===== src/rtl/zx81_tape_encoder.sv =====
// zx81_tape_encoder: plays a tape buffer as ZX81 cassette pulses on tape_out.
// Define ZX81_TAPE_NAME_EN to prefix the stream with the built-in NAME_BYTE.
module zx81_tape_encoder #(
  parameter int HALF_PULSE = 975,
  parameter int BIT_GAP = 8450,
  parameter int LEADER = 32500000,
`ifdef ZX81_TAPE_NAME_EN
  parameter logic [7:0] NAME_BYTE = 8'hA6,
`endif
  parameter int AW = 14
) (
  input  logic          clk_sys,
  input  logic          reset_n,
  input  logic          ce,
  input  logic          start,
  input  logic          abort,
  input  logic [AW-1:0] length,
  output logic [AW-1:0] rd_addr,
  input  logic [7:0]    rd_data,
  output logic          tape_out,
  output logic          busy,
  output logic          done
);
  typedef enum logic [3:0] {
    S_IDLE,
    S_LEADER,
`ifdef ZX81_TAPE_NAME_EN
    S_NAME,
`endif
    S_FETCH,
    S_LATCH,
    S_PULSE_HI,
    S_PULSE_LO,
    S_GAP,
    S_DONE
  } state_t;
  state_t state;
  logic [31:0] cnt, lim;
  logic [AW-1:0] len;
  logic [7:0] sr;
  logic [2:0] bit_cnt;
  logic [3:0] pulse_cnt;
  logic timed, tick;
`ifdef ZX81_TAPE_NAME_EN
  logic name_f;
`endif
  always_comb begin
    lim = state == S_LEADER ? 32'(LEADER - 1) : state == S_GAP ? 32'(BIT_GAP - 1) : 32'(HALF_PULSE - 1);
    timed = state inside {S_LEADER, S_PULSE_HI, S_PULSE_LO, S_GAP};
    tick = ce && timed && cnt == lim;
  end
  always_ff @(posedge clk_sys or negedge reset_n) begin
    if (!reset_n) begin
      state <= S_IDLE;
      cnt <= '0;
      len <= '0;
      sr <= '0;
      bit_cnt <= '0;
      pulse_cnt <= '0;
      rd_addr <= '0;
      tape_out <= 1'b0;
      busy <= 1'b0;
      done <= 1'b0;
`ifdef ZX81_TAPE_NAME_EN
      name_f <= 1'b0;
`endif
    end else begin
      done <= 1'b0;
      if (abort && state != S_IDLE) begin
        state <= S_IDLE;
        cnt <= '0;
        tape_out <= 1'b0;
        busy <= 1'b0;
`ifdef ZX81_TAPE_NAME_EN
        name_f <= 1'b0;
`endif
      end else begin
        if (ce && timed) cnt <= tick ? '0 : cnt + 32'd1;
        case (state)
          S_IDLE: if (start && length != '0) begin
            len <= length;
            rd_addr <= '0;
            busy <= 1'b1;
            state <= S_LEADER;
          end
`ifdef ZX81_TAPE_NAME_EN
          S_LEADER: if (tick) state <= S_NAME;
          S_NAME: begin
            sr <= NAME_BYTE;
            bit_cnt <= 3'd7;
            pulse_cnt <= NAME_BYTE[7] ? 4'd9 : 4'd4;
            name_f <= 1'b1;
            tape_out <= 1'b1;
            state <= S_PULSE_HI;
          end
`else
          S_LEADER: if (tick) state <= S_FETCH;
`endif
          S_FETCH: state <= S_LATCH;
          S_LATCH: begin
            sr <= rd_data;
            bit_cnt <= 3'd7;
            pulse_cnt <= rd_data[7] ? 4'd9 : 4'd4;
            tape_out <= 1'b1;
            state <= S_PULSE_HI;
          end
          S_PULSE_HI: if (tick) begin
            tape_out <= 1'b0;
            state <= S_PULSE_LO;
          end
          S_PULSE_LO: if (tick) begin
            pulse_cnt <= pulse_cnt - 4'd1;
            tape_out <= pulse_cnt != 4'd1;
            state <= pulse_cnt == 4'd1 ? S_GAP : S_PULSE_HI;
          end
          S_GAP: if (tick) begin
            if (bit_cnt != 3'd0) begin
              sr <= {sr[6:0], 1'b0};
              bit_cnt <= bit_cnt - 3'd1;
              pulse_cnt <= sr[6] ? 4'd9 : 4'd4;
              tape_out <= 1'b1;
              state <= S_PULSE_HI;
            end
`ifdef ZX81_TAPE_NAME_EN
            else if (name_f) begin
              name_f <= 1'b0;
              state <= S_FETCH;
            end
`endif
            else if (rd_addr != len - AW'(1)) begin
              rd_addr <= rd_addr + AW'(1);
              state <= S_FETCH;
            end else begin
              done <= 1'b1;
              state <= S_DONE;
            end
          end
          S_DONE: if (ce) begin
            busy <= 1'b0;
            state <= S_IDLE;
          end
          default: state <= S_IDLE;
        endcase
      end
    end
  end
endmodule


===== config.mk =====
export PLATFORM = sky130hd
export DESIGN_NAME = zx81_tape_encoder
export DESIGN_NICKNAME = d
export VERILOG_FILES = /design/src/rtl/zx81_tape_encoder.sv
export SDC_FILE = /design/constraint.sdc
export NUM_CORES = 1
export LEC_CHECK = 0
export ABC_AREA = 1
export CAP_MARGIN = 20
export CORE_UTILIZATION = 45
export CTS_CLUSTER_SIZE = 25
export DETAILED_ROUTE_END_ITERATION = 8
export SETUP_SLACK_MARGIN = 0.3
export SLEW_MARGIN = 10
export SYNTH_ARGS = -nofsm -noshare
export SYNTH_HDL_FRONTEND = slang
export SYNTH_SLANG_ARGS = --single-unit

===== constraint.sdc =====
create_clock -name clk_sys -period 2.2 [get_ports clk_sys]
set_input_delay 0.66 -clock clk_sys [delete_from_list [all_inputs] [get_ports clk_sys]]
set_output_delay 0.66 -clock clk_sys [all_outputs]
set_load 0.01 [all_outputs]

==> reports/results.ini <==
[logic_synthesis]
synthCells=794
synth.area.top_cells=dfrtp_1 37%, nand2_1 15%, nor2_1 6.9%
synth-main-ff-cell=dfrtp_1
synth_area_leader_cell=dfrtp_1
synth.avg_cell_area_um2=6.87
synthArstFlopShare_pct=100
yosysWarnings=0
synth.most_common_cell=nand2_1
synthesis.nets=828
synth_cell_types=39
yosysSeqAreaShare_pct=36.7
ys_ff_latch=80
syn-cell-area_um2=5450
netlist.area_leader.share_pct=36.7
synth_edf_count=0
synth_commonest_cells=214 x nand2_1, 100 x nor2_1, 94 x inv_1, 80 x dfrtp_1, 50 x nand3_1

[route]
drtIter0Drc=294
wl_met2_um=8500
wl_met3_um=552
vias=5774
vias_per_cell=5.39
drt-total-wl_um=16700
drt-pass1-iter-count=7
drtAntennaViolNets=0
wirelength_met1_um=7200
top_layer_used=met4
drc_errors=4
routedWlPerCell_um=15.5

[worst_setup_path]
crit_fanout=5
r2r_slack_ns=0.10
cp-startpoint=state[0]$_DFFE_PN0P_
crit_chain=buf_6, nand3_4, nand2_1, inv_1, nand2_1, nand2_2, nand2_2, nor2_4, nand2_4, nand2_4, nand2_4, a21oi_4, clkbuf_16, nand2_2, o21ai_1
crit_path_max_incr_delay_ns=0.43
rr_worst_depth=15
cp_slowest_cell=dfrtp_2
timing.rr.end=sr[2]$_DFFE_PN0P_
timing.rr.start=state[0]$_DFFE_PN0P_
endpoint_kind=flop
crit_path_start_kind=flop
required_ns=2.47
arrival_ns=2.36
timing_worst_setup_path_type=flop to flop

[timing]
holdWs_ns=0.106
fmax_mhz=477
maxSlewHeadroom_pct=70.5
rsz0062_at_grt=true
setup_viol=0
finalHoldViolations=0
fin_crit_sh_pct=95.3
tightest_slew_ns=0.443
drv_slew=0
min_period_ns=2.10
skew_ns=0.00862

[placement]
portBuffers=43
hpwl_um=11100
gp_congestion=0.913

[clocking]
clock_latency_ns=0.35
clockRootBuffer=clkbuf_16
cts_num_sinks=80
cts_tree=yes
h-tree-depth=3
numCtsBuffers=9
cts.clk_slew.worst_paths_ns=0.06
clockBufferDepth=2
postCtsHoldBufs=0

[pwr]
clkPwrFrac_pct=22.2
switching_share_pct=40.9
p_leak_nw=3.67
power.density_nw_per_um2=924
switching_power_mw=2.90
p_int_mw=4.18
peakVddDrop_mv=0.627
p_seq_share_pct=29.4
p_comb_share_pct=48.4

[global_route]
gr-usage-all-layers_pct=27.4
overflow=0
grt_pass1_vias=5590
grt_pass1_wl_um=27200
grt_max_degree=78
antenna_found_initial=0

[min_path]
hp-class=input pin to async pin

[layout]
syn2layout_area_growth_pct=40.5
nets=959
multi_input_area_um2=3420
nFillCells=1014
utilization_pct=66.0
seqCellArea_um2=2020
diodes=0
drive_gt1_share_pct=26.8

[die]
die_x_um=112
initial_core_util_pct=47.0
core_area_um2=11600
die-area_um2=12600
io_pins=44
dieHeight_um=112
num_rows=39

[job]
drv_cap=0

[run_status]
outcome=finished with violations
violations=design-rule violations

==> area by class of cell <==
type	instances	area share (%)
timing repair buffer	140	17.6
sequential	80	26.4
clock inverter	3	0.522
multi-input combinational	593	44.7
clock buffer	12	3.48
tap	143	2.33
inverter	101	4.98
==> routing by layer <==
metal / vias to the layer above / track usage, %
met5: - / 0
met4: 0 / 13.4
met3: 29 / 3.83
met2: 127 / 48.0
met1: 2760 / 33.0
li1: 2858 / -
==> cells by family after synthesis <==
kind of cell	synth area share (%)
AO/OA/AOI/OAI	10.1
XOR/XNOR	6.43
adder cells (fa/ha/maj)	1.61
buffers and inverters	9.09
flip-flops	36.7
AND/OR/NAND/NOR	36.0
==> critical path, delay by kind of cell, from the launching register on <==
family | cells | cell delay (ns)
buf+inv | 3 | 0.41
compound gates | 2 | 0.33
simple gates | 10 | 0.84
flops | 1 | 0.43
==> how the worst max path moves through the flow <==
stage	to	slack, ns	cells past startpoint
CTS	rd_addr[2]$_DFFE_PN0P_	0.12	12
detailed placement	rd_addr[2]$_DFFE_PN0P_	-0.37	10
floorplan	rd_addr[0]$_DFFE_PN0P_	0.30	12
finish	sr[2]$_DFFE_PN0P_	0.10	15
global placement	cnt[30]$_DFFE_PN0P_	-0.33	8
global route	sr[2]$_DFFE_PN0P_	0.02	14
==> sequential cells by signal (all words and copies together), names as in the netlist <==
register,flops
cnt,32
sr,7
tape_out,1
busy,1
rd_addr,14
bit_cnt,3
len,14
done,1
pulse_cnt,4
state,3
==> cells in the final DEF, fill, tap and decap left out, types with 12 or more instances in the layout <==
master	Yosys	layout
dfrtp_1	80	63
nand2_1	214	181
buf_6	3	12
clkdlybuf4s50_1	0	13
o21ai_0	44	33
nand2_2	4	31
dfrtp_2	0	17
xor2_1	33	33
dlygate4sd2_1	0	21
nor2_2	2	13
nand4_1	34	34
nand3_1	50	37
inv_2	6	12
buf_4	1	74
nand3_2	5	14
o22ai_1	16	13
nor2_1	100	81
nor3_1	20	15
inv_1	94	88
o21ai_1	18	24
==> per-stage QoR <==
step	power [mW]	area (um2)	std cells	TNS (ns)	worst slack, ns
global route	7.56	7660	1072	0	0.0160
floorplan	3.81	5460	794	0	0.301
global placement	4.59	6380	1005	-17.08	-0.333
CTS	6.71	7280	1056	0	0.119
finish	7.08	7660	1072	0	0.104
detailed placement	4.65	6380	1005	-19.10	-0.370
==> timing repair <==
item / CTS / global route
gates resized for setup: 111 / 77
setup buffers: 34 / 13
pin swaps: 45 / 36
setup endpoints to repair: 93 / 84
gates cloned: 2 / 3
==> power by group through the flow <==
stage | clock network, mW | registers (mW) | logic [mW]
after CTS | 1.60 | 2.06 | 3.06
after floorplan | 0 | 2.03 | 1.78
after detailed placement | 0 | 2.08 | 2.57
after global placement | 0 | 2.07 | 2.52
final | 1.57 | 2.08 | 3.43
after global routing | 1.65 | 2.12 | 3.78
Note: power is estimated with default switching activity, not from simulation.
